### config.mk
export PLATFORM = sky130hd
export DESIGN_NAME = mem_serial_unit
export DESIGN_NICKNAME = d
export VERILOG_FILES = /design/src/rtl/mem_op_pkg.sv /design/src/rtl/mem_load_ext.sv /design/src/rtl/mem_serial_unit.sv
export SDC_FILE = /design/constraint.sdc
export NUM_CORES = 1
export LEC_CHECK = 0
export BUFFER_PORTS_ARGS = -buffer_cell sky130_fd_sc_hd__buf_2
export CORE_MARGIN = 3
export CORE_UTILIZATION = 57
export CTS_BUF_LIST = sky130_fd_sc_hd__clkbuf_8
export DETAILED_ROUTE_END_ITERATION = 7
export GPL_ROUTABILITY_DRIVEN = 0
export PLACE_DENSITY = 0.82
export SLEW_MARGIN = 15
export SYNTH_ARGS = -nofsm -noshare
export SYNTH_HDL_FRONTEND = slang
export SYNTH_SLANG_ARGS = --single-unit
### constraint.sdc
create_clock -name clk -period 4.03 [get_ports clk]
set_input_delay 0.2015 -clock clk [delete_from_list [all_inputs] [get_ports clk]]
set_output_delay 0.2015 -clock clk [all_outputs]
set_load 0.03 [all_outputs]
### src/rtl/mem_op_pkg.sv
// Shared definitions for the byte-serial memory unit: mem_op bit positions,
// FSM state encoding and small decode helpers.
package mem_op_pkg;

  localparam int MEM_LB  = 7;
  localparam int MEM_LH  = 6;
  localparam int MEM_LW  = 5;
  localparam int MEM_LBU = 4;
  localparam int MEM_LHU = 3;
  localparam int MEM_SB  = 2;
  localparam int MEM_SH  = 1;
  localparam int MEM_SW  = 0;

  typedef enum logic [1:0] {
    IDLE   = 2'd0,
    SETUP  = 2'd1,
    STROBE = 2'd2,
    DONE   = 2'd3
  } state_t;

  // Multi-hot requests collapse to the highest set bit.
  function automatic logic [7:0] highest_op(input logic [7:0] op);
    logic [7:0] sel;
    sel = '0;
    for (int k = 0; k < 8; k++) begin
      if (op[k]) sel = 8'(1) << k;
    end
    return sel;
  endfunction

  function automatic logic [2:0] byte_count(input logic [7:0] op);
    if (op[MEM_LW] || op[MEM_SW]) return 3'd4;
    if (op[MEM_LH] || op[MEM_LHU] || op[MEM_SH]) return 3'd2;
    return 3'd1;
  endfunction

  function automatic logic is_store(input logic [7:0] op);
    return op[MEM_SB] | op[MEM_SH] | op[MEM_SW];
  endfunction

endpackage

### src/rtl/mem_load_ext.sv
// Combinational load formatter: picks and sign/zero-extends the captured
// little-endian bytes according to the latched one-hot load type.
module mem_load_ext
  import mem_op_pkg::*;
(
  input  logic [7:0]  i_op,
  input  logic [31:0] i_bytes,
  output logic [31:0] o_result
);

  always_comb begin
    o_result = i_bytes;
    if (i_op[MEM_LB])
      o_result = {{24{i_bytes[7]}}, i_bytes[7:0]};
    else if (i_op[MEM_LBU])
      o_result = {24'b0, i_bytes[7:0]};
    else if (i_op[MEM_LH])
      o_result = {{16{i_bytes[15]}}, i_bytes[15:0]};
    else if (i_op[MEM_LHU])
      o_result = {16'b0, i_bytes[15:0]};
  end

endmodule

### src/rtl/mem_serial_unit.sv
// Runs each load/store as a sequence of byte accesses on an 8-bit SRAM.
// An accepted request spends one cycle latching before its first SETUP.
module mem_serial_unit
  import mem_op_pkg::*;
#(
  parameter int ADDR_W        = 32,
  parameter int ACCESS_CYCLES = 2
) (
  input  logic              clk,
  input  logic              rst,
  input  logic              req,
  input  logic [7:0]        mem_op,
  input  logic [31:0]       addr,
  input  logic [31:0]       wdata,
  output logic              busy,
  output logic              done,
  output logic [31:0]       rdata,
  output logic [ADDR_W-1:0] sram_addr,
  output logic [7:0]        sram_wdata,
  input  logic [7:0]        sram_rdata,
  output logic              sram_we_n,
  output logic              sram_oe_n
);

  localparam int CNT_W = (ACCESS_CYCLES > 1) ? $clog2(ACCESS_CYCLES) : 1;

  state_t              r_state, w_next_state;
  logic                r_start;
  logic [7:0]          r_op;
  logic [ADDR_W-1:0]   r_addr;
  logic [31:0]         r_wdata;
  logic [2:0]          r_nbytes;
  logic [1:0]          r_idx;
  logic [CNT_W-1:0]    r_cnt;
  logic [31:0]         r_bytes;
  logic                r_busy, r_done, r_we_n, r_oe_n;
  logic [31:0]         r_rdata;
  logic [ADDR_W-1:0]   r_sram_addr;
  logic [7:0]          r_sram_wdata;

  logic                w_accept, w_last, w_store;
  logic [7:0]          w_op_sel;
  logic [1:0]          w_idx_next;
  logic [31:0]         w_bytes_cap, w_ext_result;

  assign w_op_sel = highest_op(mem_op);
  assign w_accept = (r_state == IDLE) && !r_start && req && (mem_op != 8'h00);
  assign w_store  = is_store(r_op);
  assign w_last   = (r_state == STROBE) && (r_cnt == CNT_W'(ACCESS_CYCLES - 1));

  always_ff @(posedge clk) begin
    if (!rst) r_state <= IDLE;
    else      r_state <= w_next_state;
  end

  always_comb begin
    w_next_state = r_state;
    w_idx_next   = r_idx;
    case (r_state)
      IDLE:   if (r_start) w_next_state = SETUP;
      SETUP:  w_next_state = STROBE;
      STROBE: begin
        if (w_last) begin
          if ({1'b0, r_idx} < (r_nbytes - 3'd1)) begin
            w_next_state = SETUP;
            w_idx_next   = r_idx + 2'd1;
          end else begin
            w_next_state = DONE;
          end
        end
      end
      DONE:   w_next_state = IDLE;
      default: w_next_state = IDLE;
    endcase
  end

  // The final byte is merged combinationally so rdata can load on DONE entry.
  always_comb begin
    w_bytes_cap = r_bytes;
    w_bytes_cap[{r_idx, 3'b000} +: 8] = sram_rdata;
  end

  mem_load_ext u_load_ext (
    .i_op     (r_op),
    .i_bytes  (w_bytes_cap),
    .o_result (w_ext_result)
  );

  always_ff @(posedge clk) begin
    if (!rst) begin
      r_start      <= 1'b0;
      r_op         <= '0;
      r_addr       <= '0;
      r_wdata      <= '0;
      r_nbytes     <= 3'd1;
      r_idx        <= '0;
      r_cnt        <= '0;
      r_bytes      <= '0;
      r_busy       <= 1'b0;
      r_done       <= 1'b0;
      r_we_n       <= 1'b1;
      r_oe_n       <= 1'b1;
      r_rdata      <= '0;
      r_sram_addr  <= '0;
      r_sram_wdata <= '0;
    end else begin
      r_start <= w_accept;
      r_cnt   <= (r_state == STROBE) ? r_cnt + CNT_W'(1) : '0;
      if (w_accept) begin
        r_op     <= w_op_sel;
        r_addr   <= addr[ADDR_W-1:0];
        r_wdata  <= wdata;
        r_nbytes <= byte_count(w_op_sel);
        r_idx    <= '0;
      end else begin
        r_idx    <= w_idx_next;
      end
      if (w_last && !w_store) begin
        r_bytes <= w_bytes_cap;
        if (w_next_state == DONE) r_rdata <= w_ext_result;
      end
      // Outputs are registered from the next state so each lines up with its state.
      case (w_next_state)
        SETUP: begin
          r_sram_addr  <= r_addr + ADDR_W'(w_idx_next);
          r_sram_wdata <= r_wdata[{w_idx_next, 3'b000} +: 8];
          r_we_n       <= 1'b1;
          r_oe_n       <= 1'b1;
          r_busy       <= 1'b1;
          r_done       <= 1'b0;
        end
        STROBE: begin
          r_we_n <= !w_store;
          r_oe_n <= w_store;
          r_busy <= 1'b1;
          r_done <= 1'b0;
        end
        DONE: begin
          r_we_n <= 1'b1;
          r_oe_n <= 1'b1;
          r_busy <= 1'b1;
          r_done <= 1'b1;
        end
        default: begin
          r_we_n <= 1'b1;
          r_oe_n <= 1'b1;
          r_busy <= 1'b0;
          r_done <= 1'b0;
        end
      endcase
    end
  end

  assign busy       = r_busy;
  assign done       = r_done;
  assign rdata      = r_rdata;
  assign sram_addr  = r_sram_addr;
  assign sram_wdata = r_sram_wdata;
  assign sram_we_n  = r_we_n;
  assign sram_oe_n  = r_oe_n;

endmodule
# Yosys cells after proc, flatten, opt, wreduce, memory -nomap -nowiden
# Cells that the tools add are included.
# word_totals
ff_bits,189
inputBits,83
elab_cells,84
# classes
add_sub_neg,5
magnitude_cmp,1
eq_ne,6
n_shift,3
n_mux,33
bitwise_logic,3
reduce_logical,17
# op_table
op,count
32-bit two-way mux,4
8-bit two-way mux,6
32-bit by 2-bit adder with 32-bit output,1
32-bit bitwise mux,1
8-bit by 7-bit variable shift with 32-bit output (first input constant),1
32-bit by 6-bit indexed part select with 8-bit output,1
8-bit by 7-bit indexed part select with 32-bit output,1
2-bit two-way mux,7
3-bit two-way mux,4
1-bit two-way mux,10
2-bit == test (second input constant),4
2-bit case mux with 4 select lines,1
8-bit nonzero test,1
5-bit negator with 7-bit output,1
2-bit AND reduction,3
1-bit logical AND,5
2-bit by 1-bit == test with 1-bit output (second input constant),2
1-bit logical OR,3
2-bit by 3-bit less-than comparator with 1-bit output,1
3-bit OR reduction,1
3-bit by 1-bit subtractor with 3-bit output (second input constant),1
2-bit by 1-bit adder with 2-bit output (second input constant),1
1-bit logical NOT,2
2-bit logical NOT,1
4 further kinds,5

# Longest topological paths before layout
# Gate-level depths: netlist of run 1.
# logic_depth
word_depth,17
ltp_mapped,15
ltp_nobuf,14

# Hierarchy
# From an unflattened synthesis of run 1, not the netlist that was laid out.
# unflattened
hier_cells,993
area_unflattened_um2,8445.6
# modules_own_cells
mod,n_inst,cells_each,area_each_um2,seq_area_each_um2
mem_serial_unit,1,926,8071.5,3783.6
mem_load_ext,1,67,374.1,0.0

# Worst setup path after synthesis of run 1
# Ideal clock, no wire load.
# synth_path
path_type,reg2reg
from,register r_idx[1]
to,"register r_sram_addr[29], in the netlist sram_addr[29]"
setup_time_ps,86
arrival_ps,3377
path_slack_ps,567
stages_incl_launch_ff,14
n_path_buf,3
cell_sequence,dfxtp_1 clkbuf_1 clkinv_1 ha_1 clkbuf_1 mux2i_4 inv_1 ha_1 a21oi_1 nor3_1 clkbuf_1 nand4b_1 xor2_1 a211oi_1
# synth_via
elab_chain_len,5
elab_cells_between_ends,10
# synth_rtl
item,line,text
from (decl),mem_serial_unit.sv:33,logic [1:0] r_idx;
from (signal assigned),mem_serial_unit.sv:116,r_idx <= w_idx_next;
2-bit by 3-bit less-than comparator with 1-bit output / 2-bit by 1-bit adder with 2-bit output (equally long branches),"mem_serial_unit.sv:64, mem_serial_unit.sv:66",
2-bit two-way mux,mem_serial_unit.sv:64,"if ({1'b0, r_idx} < (r_nbytes - 3'd1)) begin"
2-bit two-way mux,mem_serial_unit.sv:63,if (w_last) begin
2-bit two-way mux *,mem_serial_unit.sv:59,case (r_state)
via w_idx_next[1],mem_serial_unit.sv:43,logic [1:0] w_idx_next;
32-bit by 2-bit adder with 32-bit output *,mem_serial_unit.sv:125,r_sram_addr <= r_addr + ADDR_W'(w_idx_next);
to (signal assigned),mem_serial_unit.sv:125,
to (decl),mem_serial_unit.sv:38,logic [ADDR_W-1:0] r_sram_addr;
# The timed path passes the listed nets; every way through them passes the cells marked *.
# A chain may end at the register's enable or synchronous reset.

# Worst setup path after layout of run 1
# layout_path
from,register r_idx[1]
to,"register r_rdata[28], in the netlist rdata[28]"
# layout_via
elab_chain_len,7
elab_cells_between_ends,14
# layout_rtl
item,line,text
5-bit negator with 7-bit output,mem_serial_unit.sv:80,"w_bytes_cap[{r_idx, 3'b000} +: 8] = sram_rdata;"
8-bit by 7-bit indexed part select with 32-bit output / 8-bit by 7-bit variable shift with 32-bit output (equally long branches),mem_serial_unit.sv:80,
32-bit bitwise mux,mem_serial_unit.sv:80,
32-bit two-way mux,mem_load_ext.sv:19,else if (i_op[MEM_LHU])
32-bit two-way mux,mem_load_ext.sv:17,else if (i_op[MEM_LH])
32-bit two-way mux,mem_load_ext.sv:15,else if (i_op[MEM_LBU])
32-bit two-way mux,mem_load_ext.sv:13,if (i_op[MEM_LB])
to (signal assigned),mem_serial_unit.sv:120,if (w_next_state == DONE) r_rdata <= w_ext_result;
to (decl),mem_serial_unit.sv:37,logic [31:0] r_rdata;
# Several ways; a longest one is shown, not always the timed one.

==> metrics.yaml, run 1 <==
outcome: "finished clean"
coreArea_sq_um: 13400
clockPowerShare_pct: 29.9
finalInstanceArea_sq_um: 9779
critPathRequiredTime_ps: 4410
synth_fa_ha_area_share_pct: 1.678
power_frac_seq_pct: 57.4
synth_compound_area_share_pct: 26.21
vias: 7400
postCtsSetupRepairBufs: 0
dieArea_sq_um: 15320
fin_skew_ps: 12.37
yosys.area_share.simple_pct: 15.81
r2r_slack_ps: 500
worstRegToRegCells: 7
placed_area_sq_um: 8788
synth_top_family_by_area: "compound AO/OA/AOI/OAI gates"
slowest_stage: "ha_1"
cts_root_buf: "clkbuf_8"
yosysTopAreaCell: "dfxtp_1"
swShare_pct: 26.58
antenna_found_initial: 1
hold_path.startpoint: "mem_op[4]"
leakage_uw: 0.004204
setup_tns_ps: 0
ant_nets: 0
rows: 42
ys_seq_area_share_pct: 47.62
yosysWarnings: 0
cts.sinks: 188
synth_cell_types: 54
cts_tree: "done"
max_slew_margin_pct: 35.88
cap_violations: 0
drt_wl_total_mm: 21.16
comb_power_share_pct: 12.7
cp_common_cell: "a21oi_1"
ios: 159
endpoint_kind: "flop"
grt_use_total_pct: 27.82
cp_top_family: "compound AO/OA/AOI/OAI gates"
die_height_um: 123.8
crit_fanout: 21
reg2reg_to: "rdata[28]"
grt_max_degree: 66
slowest_delay_ps: 800
peakVddDrop_uv: 344.9
initialDrtViolationCount: 649
area_growth_pct: 23.73
hold_class: "input pin to flop"
netlist_area_sq_um: 7904
totalPowerFinal_uw: 3513
layoutNonFillerInstCount: 1253
holdPathStages: 2
synthFlopType: "dfxtp_1"
hpwl_mm: 13.44
crit_start: "r_idx[1]"
worstPathCellList: "clkinv_1, ha_1, and4b_1, a21oi_1, a21oi_1, o21ai_0, a21oi_1"
synthMuxAreaShare_pct: 1.425
placement.io_buffers: 158
initial_core_util_pct: 58.98
layout-drive-gt1-share_pct: 20.71
p_int_uw: 2579
ys_async_sr_fraction_pct: 0
worst_pin_slew_ps: 961.8
p_per_area_nw_per_um2: 359.3
crit_arrival_ps: 3910
fin_util_pct: 72.98
critPathBufInv: 1
drt_pre_antenna_iters: 5
period_minus_slack_ps: 3527
r2r-start: "r_idx[1]"
htreeDepth: 4
hold_end: "r_op[4]"
clk_latency_ps: 460
syn_nets: 961
rsz0062_at_grt: "false"
syn_avg_cell_area_sq_um: 9.106
critPathKind: "flop to flop"
setup_viol: 0
max_clock_freq_mhz: 283.6
antennaDiodeCount: 0
start_kind: "flop"
slew_violations: 0
cts-buffers-inserted: 17
power.switching_uw: 933.8
synth-seq-cells: 188
grt-ovfl-total: 0
nNetsFinal: 1161
grt_pass1_vias: 7049
synth_area_leaders: "dfxtp_1 (48%), a22o_1 (7.4%), a21oi_1 (5.7%)"
drcViolationCount: 0
synth-xor-area-share_pct: 3.324
viasPerCell: 5.906
cts_max_path_buffers: 2
dp_cells: 1157
fp.dieW_um: 123.8
clk_pin_slew_worst_paths_ps: 80
grt_pass1_wl_mm: 33.91
fin_crit_sh_pct: 87.51
synthCells: 868
wl_per_cell_um: 16.89
finalHoldViolCount: 0
synth_edf_count: 0
synth_top_area_share_pct: 47.62
worst max-delay path by stage:
stage                    end  slack [ps]  cells past startpoint
6_report           rdata[28]         500                      7
5_1_grt            rdata[28]         150                      7
4_1_cts            rdata[28]         550                      7
3_5_place_dp       rdata[28]         580                      7
3_3_place_gp   sram_addr[31]         730                     14
2_1_floorplan  sram_addr[29]         570                     13
per-layer routing:
metal	GRT usage (%)	wire [um]
met1	35.29	9043
met2	46.16	10270
met3	7.584	1452
met4	8.720	395
met5	0	7
logic make-up (layout without fill, tap and decap cells):
group	count (synthesis)	after routing
compound gates	306	306
flops	188	188
fa+ha+maj	10	10
xor+xnor	30	30
simple gates	250	250
buf+inv	74	283
mux	10	10
state kept, by name, indices dropped and copies added, names as in the netlist, 2 cells and up:
register	cells
sram_addr	32
r_idx	2
r_bytes	32
r_addr	32
r_wdata	32
sram_wdata	8
r_op	7
r_nbytes	3
rdata	32
r_state	2
power groups by stage:
stage	Clock, uW	Sequential, uW	Combinational (uW)
floorplan	0	2100	202
CTS	1060	2010	438
detailed placement	0	2060	386
global placement	0	2060	377
global route	1130	2030	489
finish	1050	2020	447
timing repair:
| item | 4_1_cts | 5_1_grt |
|---|---|---|
| hold endpoints to repair | 68 | 0 |
| hold buffers | 68 | 0 |
| resized for setup | 0 | 0 |
final cells by class:
class / count / area (sq um)
Timing Repair Buffer: 242 / 1592
Multi-Input combinational cell: 606 / 3845
Fill cell: 995 / 3621
Sequential cell: 188 / 3764
Inverter: 13 / 48.80
Tap cell: 176 / 220.2
Clock inverter: 8 / 35.03
Clock buffer: 20 / 275.3
stage by stage:
| step | hold WS (ps) | worst slack (ps) |
|---|---|---|
| 2_1_floorplan | 327.0 | 567.5 |
| 3_3_place_gp | 409.8 | 725.0 |
| 3_5_place_dp | 413.5 | 584.1 |
| 4_1_cts | 2.393 | 549.2 |
| 5_1_grt | 29.58 | 147.3 |
| 6_report | 26.30 | 503.5 |
cell usage after synthesis, drive strengths merged, types with 12 or more instances:
master    n
nor2b    36
a22o     67
nand2    53
nor2     74
clkbuf   42
nand3    21
a211oi   28
xor2     23
dfxtp   188
a21oi    91
inv      12
o21ai    63
buf      19
a22oi    17
nor3     12
layout by cell type, fill, tap and decap left out, types with 3 or more instances in the layout:
| master | netlist | routed |
|---|---|---|
| and3_1 | 8 | 8 |
| inv_1 | 12 | 17 |
| o21ai_0 | 63 | 63 |
| nand2b_1 | 9 | 9 |
| buf_2 | 14 | 158 |
| o211a_1 | 7 | 7 |
| a21o_1 | 3 | 3 |
| dfxtp_1 | 188 | 188 |
| a211oi_1 | 28 | 28 |
| nor2_1 | 73 | 72 |
| nand2_1 | 53 | 52 |
| buf_4 | 0 | 16 |
| a22o_1 | 67 | 67 |
| or3_1 | 4 | 4 |
| clkbuf_8 | 0 | 20 |
| and4_1 | 3 | 3 |
| o221a_2 | 8 | 8 |
| nand4_1 | 8 | 8 |
| xor2_1 | 23 | 23 |
| nand3_1 | 21 | 21 |
| mux2i_1 | 9 | 9 |
| a21oi_1 | 90 | 90 |
| nor2b_1 | 36 | 36 |
| o211ai_1 | 10 | 10 |
| xnor2_1 | 7 | 7 |
| a22oi_1 | 16 | 16 |
| ha_1 | 9 | 9 |
| or2_2 | 9 | 9 |
| nor3_1 | 12 | 12 |
| a32o_1 | 4 | 4 |
| dlygate4sd3_1 | 0 | 68 |
Power figures use the tool's default switching activity.
==> run 2: changes to the inputs <==
ABC_AREA = 1   (was unset)
CORE_UTILIZATION = 58   (was 57)
PLACE_DENSITY = 0.83   (was 0.82)
==> metrics.yaml, run 2 <==
grt-ovfl-total: 0  # unchanged
cts_max_path_buffers: 2  # unchanged
setup_tns_ps: 0  # unchanged
antenna_found_initial: 2  # +1
endpoint_kind: "flop"
syn_nets: 1273  # +32%
synth_cell_types: 40  # -26%
placed_area_sq_um: 9266  # +5.4%
outcome: "finished clean"
r2r_slack_ps: 390  # -110 ps
setup_viol: 0  # unchanged
synth_top_area_share_pct: 44.58  # -3.0 points
netlist_area_sq_um: 8442  # +6.8%
ios: 159  # unchanged
area_growth_pct: 22.63
synthFlopType: "dfxtp_1"
drcViolationCount: 0  # unchanged
dieArea_sq_um: 16040  # +4.7%
holdPathStages: 4  # +2
grt_use_total_pct: 30.02  # +2.2 points
cts.sinks: 188  # unchanged
rsz0062_at_grt: "false"
cts_tree: "done"
placement.io_buffers: 158  # unchanged
synth-seq-cells: 188  # unchanged
initialDrtViolationCount: 1100  # +69%
drt_pre_antenna_iters: 6  # +1
p_int_uw: 2764  # +7.2%
cts_root_buf: "clkbuf_8"
layout-drive-gt1-share_pct: 16.07  # -4.6 points
max_slew_margin_pct: 24.73  # -11 points
hold_path.startpoint: "mem_op[5]"
synth_edf_count: 0  # unchanged
fin_skew_ps: 12.99  # +0.6193 ps
clk_latency_ps: 470  # about the same
yosysMostFrequentCell: "nand2_1"
ys_async_sr_fraction_pct: 0  # unchanged
multi_input_area_sq_um: 3954  # +2.8%
r2r-start: "r_nbytes[0]"
nNetsFinal: 1468  # +26%
worst_pin_slew_ps: 1125  # +163.3 ps
wl_per_cell_um: 15.35  # -9.1%
peakVddDrop_uv: 231.3  # -33%
hold_class: "input pin to flop"
yosysWarnings: 0  # unchanged
finalInstanceArea_sq_um: 10350  # +5.9%
start_kind: "flop"
syn_avg_cell_area_sq_um: 7.154  # -21%
cap_violations: 0  # unchanged
hold_end: "r_op[4]"
clk_pin_slew_worst_paths_ps: 100  # +20 ps
postCtsSetupRepairBufs: 0  # unchanged
critPathRequiredTime_ps: 4390  # -20 ps
slew_violations: 0  # unchanged
swShare_pct: 26.70  # +0.12 points
regArea_sq_um: 3764  # unchanged
viasPerCell: 5.548  # -6.1%
synthCells: 1180  # +36%
reg2reg_to: "sram_addr[22]"
period_minus_slack_ps: 3638  # +111.8 ps
vias: 8711  # +18%
synth_area_leaders: "dfxtp_1 (45%), nand2_1 (11%), nor2_1 (6.6%)"
crit_arrival_ps: 3990  # +80 ps
finalHoldViolCount: 0  # unchanged
leakage_uw: 0.004633  # +10%
final_cell_mix: "nand2_1 (244), dfxtp_1 (188), buf_2 (158)"
ant_nets: 0  # unchanged
critPathKind: "flop to flop"
cts-buffers-inserted: 17  # unchanged
drt_wl_total_mm: 24.10  # +14%
worstRegToRegCells: 20  # +13
die_height_um: 126.6  # +2.3%
fp.dieW_um: 126.6  # +2.3%
comb_power_share_pct: 12.3  # -0.4 points
ys_seq_area_share_pct: 44.58  # -3.0 points
power.switching_uw: 1007  # +7.8%
initial_core_util_pct: 60.12  # +1.1 points
htreeDepth: 4  # unchanged
hpwl_mm: 15.49  # +15%
crit_fanout: 8  # -62%
grt_pass1_vias: 8273  # +17%
final_common_cell: "nand2_1"
clockPowerShare_pct: 34.9  # +5.0 points
grt_max_degree: 87  # +32%
yosysTopAreaCell: "dfxtp_1"
grt_pass1_wl_mm: 39.54  # +17%
p_per_area_nw_per_um2: 364.3  # +1.4%
coreArea_sq_um: 14040  # +4.8%
max_clock_freq_mhz: 274.9  # -3.1%
num-fill-cells: 1084  # +8.9%
yosys-top-cells-count: "nand2_1 (245), dfxtp_1 (188), nor2_1 (148)"
rows: 43  # +2.4%
fin_crit_sh_pct: 90.28  # +2.8 points
power_frac_seq_pct: 52.8  # -4.6 points
==> run 2: cell types whose count changed after synthesis, sizes merged, moves of 20 or more <==
cell | before | now
nand3 | 21 | 83
nor2 | 74 | 153
a21oi | 91 | 59
o21ai | 63 | 161
nand2 | 53 | 247
nor2b | 36 | 0
a211oi | 28 | 8
a22o | 67 | 0
inv | 12 | 120
==> run 2: what timing repair did <==
| item | in CTS | in global routing |
|---|---|---|
| endpoints found under the setup margin | 0 | 0 |
| hold buffers | 66 | 0 |
| gates resized for setup | 0 | 0 |
| endpoints found under the hold margin | 66 | 0 |
==> run 2: area by class of cell <==
class,instances,share of cell area (%)
Tap cell,180,2.175
Timing Repair Buffer,234,14.74
Multi-Input combinational cell,812,38.19
Sequential cell,188,36.35
Clock buffer,20,2.659
Inverter,122,4.424
Clock inverter,12,1.402
Antenna cell,2,0.04834
==> run 2: routing by layer <==
metal  track usage (%)  up-vias  share of wire, %
li1                  -     4218                 -
met1             40.43     3964                43
met2             47.17      462                45
met3             5.726       67               8.6
met4             13.12        0               3.1
met5                 0        -                 0
==> run 2: through the flow <==
step / cells / hold WS (ps) / utilization (%) / setup WS, ps / power (uW)
global placement: 1470 / 389.9 / 65.99 / 709.6 / 2422
CTS: 1568 / 21.38 / 73.69 / 464.8 / 3764
detailed placement: 1470 / 393.7 / 65.99 / 545.8 / 2431
floorplan: 1180 / 304.6 / - / 941.2 / 2291
global route: 1570 / 59.76 / 73.72 / 116.3 / 3911
finish: 1570 / 47.54 / 73.72 / 391.7 / 3771
==> run 2: logic make-up after synthesis <==
family                   count (synthesis)  share of synthesized area [%]
AND/OR/NAND/NOR                        521                          26.00
buffers and inverters                  180                          8.670
flip-flops                             188                          44.58
adder cells (fa/ha/maj)                 10                          1.571
XOR/XNOR                                21                          2.179
multiplexers                             7                         0.8300
AO/OA/AOI/OAI                          253                          16.17
==> run 2: power groups by stage <==
stage,clock [uW],sequential (uW),combinational (uW)
floorplan,0,2060,226
global placement,0,2030,393
detailed placement,0,2030,401
CTS,1320,1990,453
global route,1400,2000,512
finish,1320,1990,464
==> run 2: how the worst max path moves through the flow <==
stage	slack (ps)	endpoint	cells past startpoint	start
final	390	sram_addr[22]	20	r_nbytes[0]
after global routing	120	sram_addr[22]	20	r_nbytes[0]
after CTS	460	sram_addr[22]	20	r_nbytes[0]
after detailed placement	550	sram_addr[26]	20	r_nbytes[0]
after global placement	710	sram_addr[22]	21	r_nbytes[0]
after floorplan	940	sram_addr[18]	20	r_nbytes[0]
==> run 2: critical path, cell delays in order, from the launching register on <==
cell     delay, ps
dfxtp_1        360
inv_1           50
ha_1           290
ha_1           270
o21ai_1         60
nand2_1         60
nand2_1         90
nand2_2        150
nand2_1         90
nand2_1        280
ha_1           260
fa_1           230
nand3_1        150
inv_1          130
nand2_1        110
nor2_1         190
nand2_1        200
nor2_4         190
nand3_1        110
a21oi_1        170
nor2_1          70
==> run 3: changes to the inputs <==
ABC_AREA = 0   (was 1)
BUFFER_PORTS_ARGS = unset   (was -buffer_cell sky130_fd_sc_hd__buf_2)
CORE_UTILIZATION = 50   (was 58)
DONT_BUFFER_PORTS = 1   (was unset)
PLACE_DENSITY = unset   (was 0.83)
==> metrics.yaml, run 3 (synthesized netlist as in run 1, its figures left out) <==
grt_pass1_wl_mm: 34.21  # -13%
start_kind: "flop"
rsz0062_at_grt: "false"
outcome: "finished clean"
layout-drive-gt1-share_pct: 8.111  # -8.0 points
cap_violations: 0  # unchanged
endpoint_kind: "flop"
cts.sinks: 188  # unchanged
drt_wl_total_mm: 20.98  # -13%
die_height_um: 131.7  # +4.0%
grt_max_degree: 64  # -26%
grt_use_total_pct: 24.16  # -5.9 points
power_frac_seq_pct: 56.0  # +3.2 points
grt-ovfl-total: 0  # unchanged
slew_violations: 0  # unchanged
critPathRequiredTime_ps: 4400  # about the same
post_cts_resized: 0  # unchanged
grt.busiest_layer: "met2"
max_slew_margin_pct: 32.63  # +7.9 points
clockPowerShare_pct: 35.4  # +0.5 points
setup_viol: 0  # unchanged
clk_pin_slew_worst_paths_ps: 90  # about the same
critPathKind: "flop to flop"
ant_nets: 0  # unchanged
cts-buffers-inserted: 17  # unchanged
grt_pass1_vias: 6516  # -21%
finalHoldViolCount: 0  # unchanged
worst_pin_slew_ps: 1008  # -117.0 ps
comb_power_share_pct: 8.6  # -3.7 points
fp.dieW_um: 131.7  # +4.0%
hpwl_mm: 13.90  # -10%
layoutNonFillerInstCount: 1148  # -27%
p_int_uw: 2773  # +0.31%
dieArea_sq_um: 17350  # +8.2%
num-fill-cells: 1327  # +22%
r2r_slack_ps: 530  # +140 ps
cts_max_path_buffers: 2  # unchanged
peakVddDrop_uv: 224.5  # -2.9%
initial_core_util_pct: 51.61  # -8.5 points
max_clock_freq_mhz: 285.6  # +3.9%
coreArea_sq_um: 15310  # +9.1%
rows: 45  # +4.7%
area_growth_pct: 17.92
placement.io_buffers: 0  # -100%
htreeDepth: 4  # unchanged
drcViolationCount: 0  # unchanged
antenna_found_initial: 0  # -2
grt_use_met3_pct: 8.588  # +2.9 points
fin_crit_sh_pct: 86.89  # -3.4 points
initialDrtViolationCount: 388  # -65%
wl_per_cell_um: 18.28  # +19%
period_minus_slack_ps: 3502  # -136.6 ps
nNetsFinal: 1017  # -31%
drt_pre_antenna_iters: 5  # -1
cts_tree: "done"
hold_class: "input pin to flop"
grt_util_met1_pct: 29.82  # -11 points
setup_tns_ps: 0  # unchanged
antennaDiodeCount: 0  # -2
cts_root_buf: "clkbuf_8"
final_common_cell: "dfxtp_1"
final_cell_mix: "dfxtp_1 (188), a21oi_1 (90), dlygate4sd3_1 (81)"
viasPerCell: 5.723  # +3.1%
power.switching_uw: 942.6  # -6.4%
leakage_uw: 0.003574  # -23%
ios: 159  # unchanged
p_per_area_nw_per_um2: 398.6  # +9.4%
swShare_pct: 25.37  # -1.3 points
dp_cells: 1034  # -30%
met2_usage_pct: 40.57  # -6.6 points
crit_fanout: 11  # +3
clk_latency_ps: 450  # -20 ps
vias: 6570  # -25%
crit_arrival_ps: 3870  # -120 ps
fin_skew_ps: 12.30  # -0.6881 ps
run 3: worst max-delay path: stages, from the launching register on:
cell      delay (ps)
dfxtp_1          360
inv_1             70
ha_1             300
ha_1             320
o21ai_0          180
a22o_1           270
mux2i_4          260
inv_1            100
ha_1             280
a21oi_1          110
nor3_1           220
buf_4            220
nand3_1          140
or3_1            360
a311oi_1         250
run 3: timing repair:
item                      CTS  global route
buffers inserted            0             0
hold buffers               82             0
hold endpoints to repair  148             0
run 3: power groups by stage:
stage	logic (uW)	registers, uW	clock network [uW]
after floorplan	202	2100	0
after global placement	226	2120	0
after detailed placement	236	2120	0
after CTS	317	2080	1340
after global routing	354	2100	1430
final	319	2080	1310
run 3: final timing paths:
kind / endpoint / start / cells after the start
max reg2reg: sram_addr[31] / r_nbytes[0] / 14
min reg2reg: r_nbytes[1] / r_nbytes[1] / 1
max: sram_addr[31] / r_nbytes[0] / 14
min: r_bytes[11] / sram_rdata[3] / 2
run 3: metal layers:
layer	vias up	part of all wire, %	wire length, um
li1	3254	-	-
met1	3097	44	9244
met2	205	48	9983
met3	14	7.6	1584
met4	0	0.80	167
met5	-	0	0
run 3: cell type report:
type                            instances  area (sq um)  share of cell area (%)
Multi-Input combinational cell        606          3851                   41.32
Timing Repair Buffer                   98         963.4                   10.34
Clock inverter                         11         140.1                   1.504
Sequential cell                       188          3764                   40.38
Tap cell                              211         264.0                   2.833
Inverter                               13         48.80                  0.5236
Clock buffer                           21         289.0                   3.101
run 3: stage by stage:
step	instance area, sq um	power (uW)	hold slack [ps]	setup slack, ps	util [%]
2_1_floorplan	7904	2298	327.0	567.5	-
3_3_place_gp	8060	2349	327.4	683.2	52.63
3_5_place_dp	8060	2360	312.6	522.6	52.63
4_1_cts	9320	3741	9.693	513.5	60.86
5_1_grt	9320	3875	10.85	222.1	60.86
6_report	9320	3715	43.87	528.3	60.86
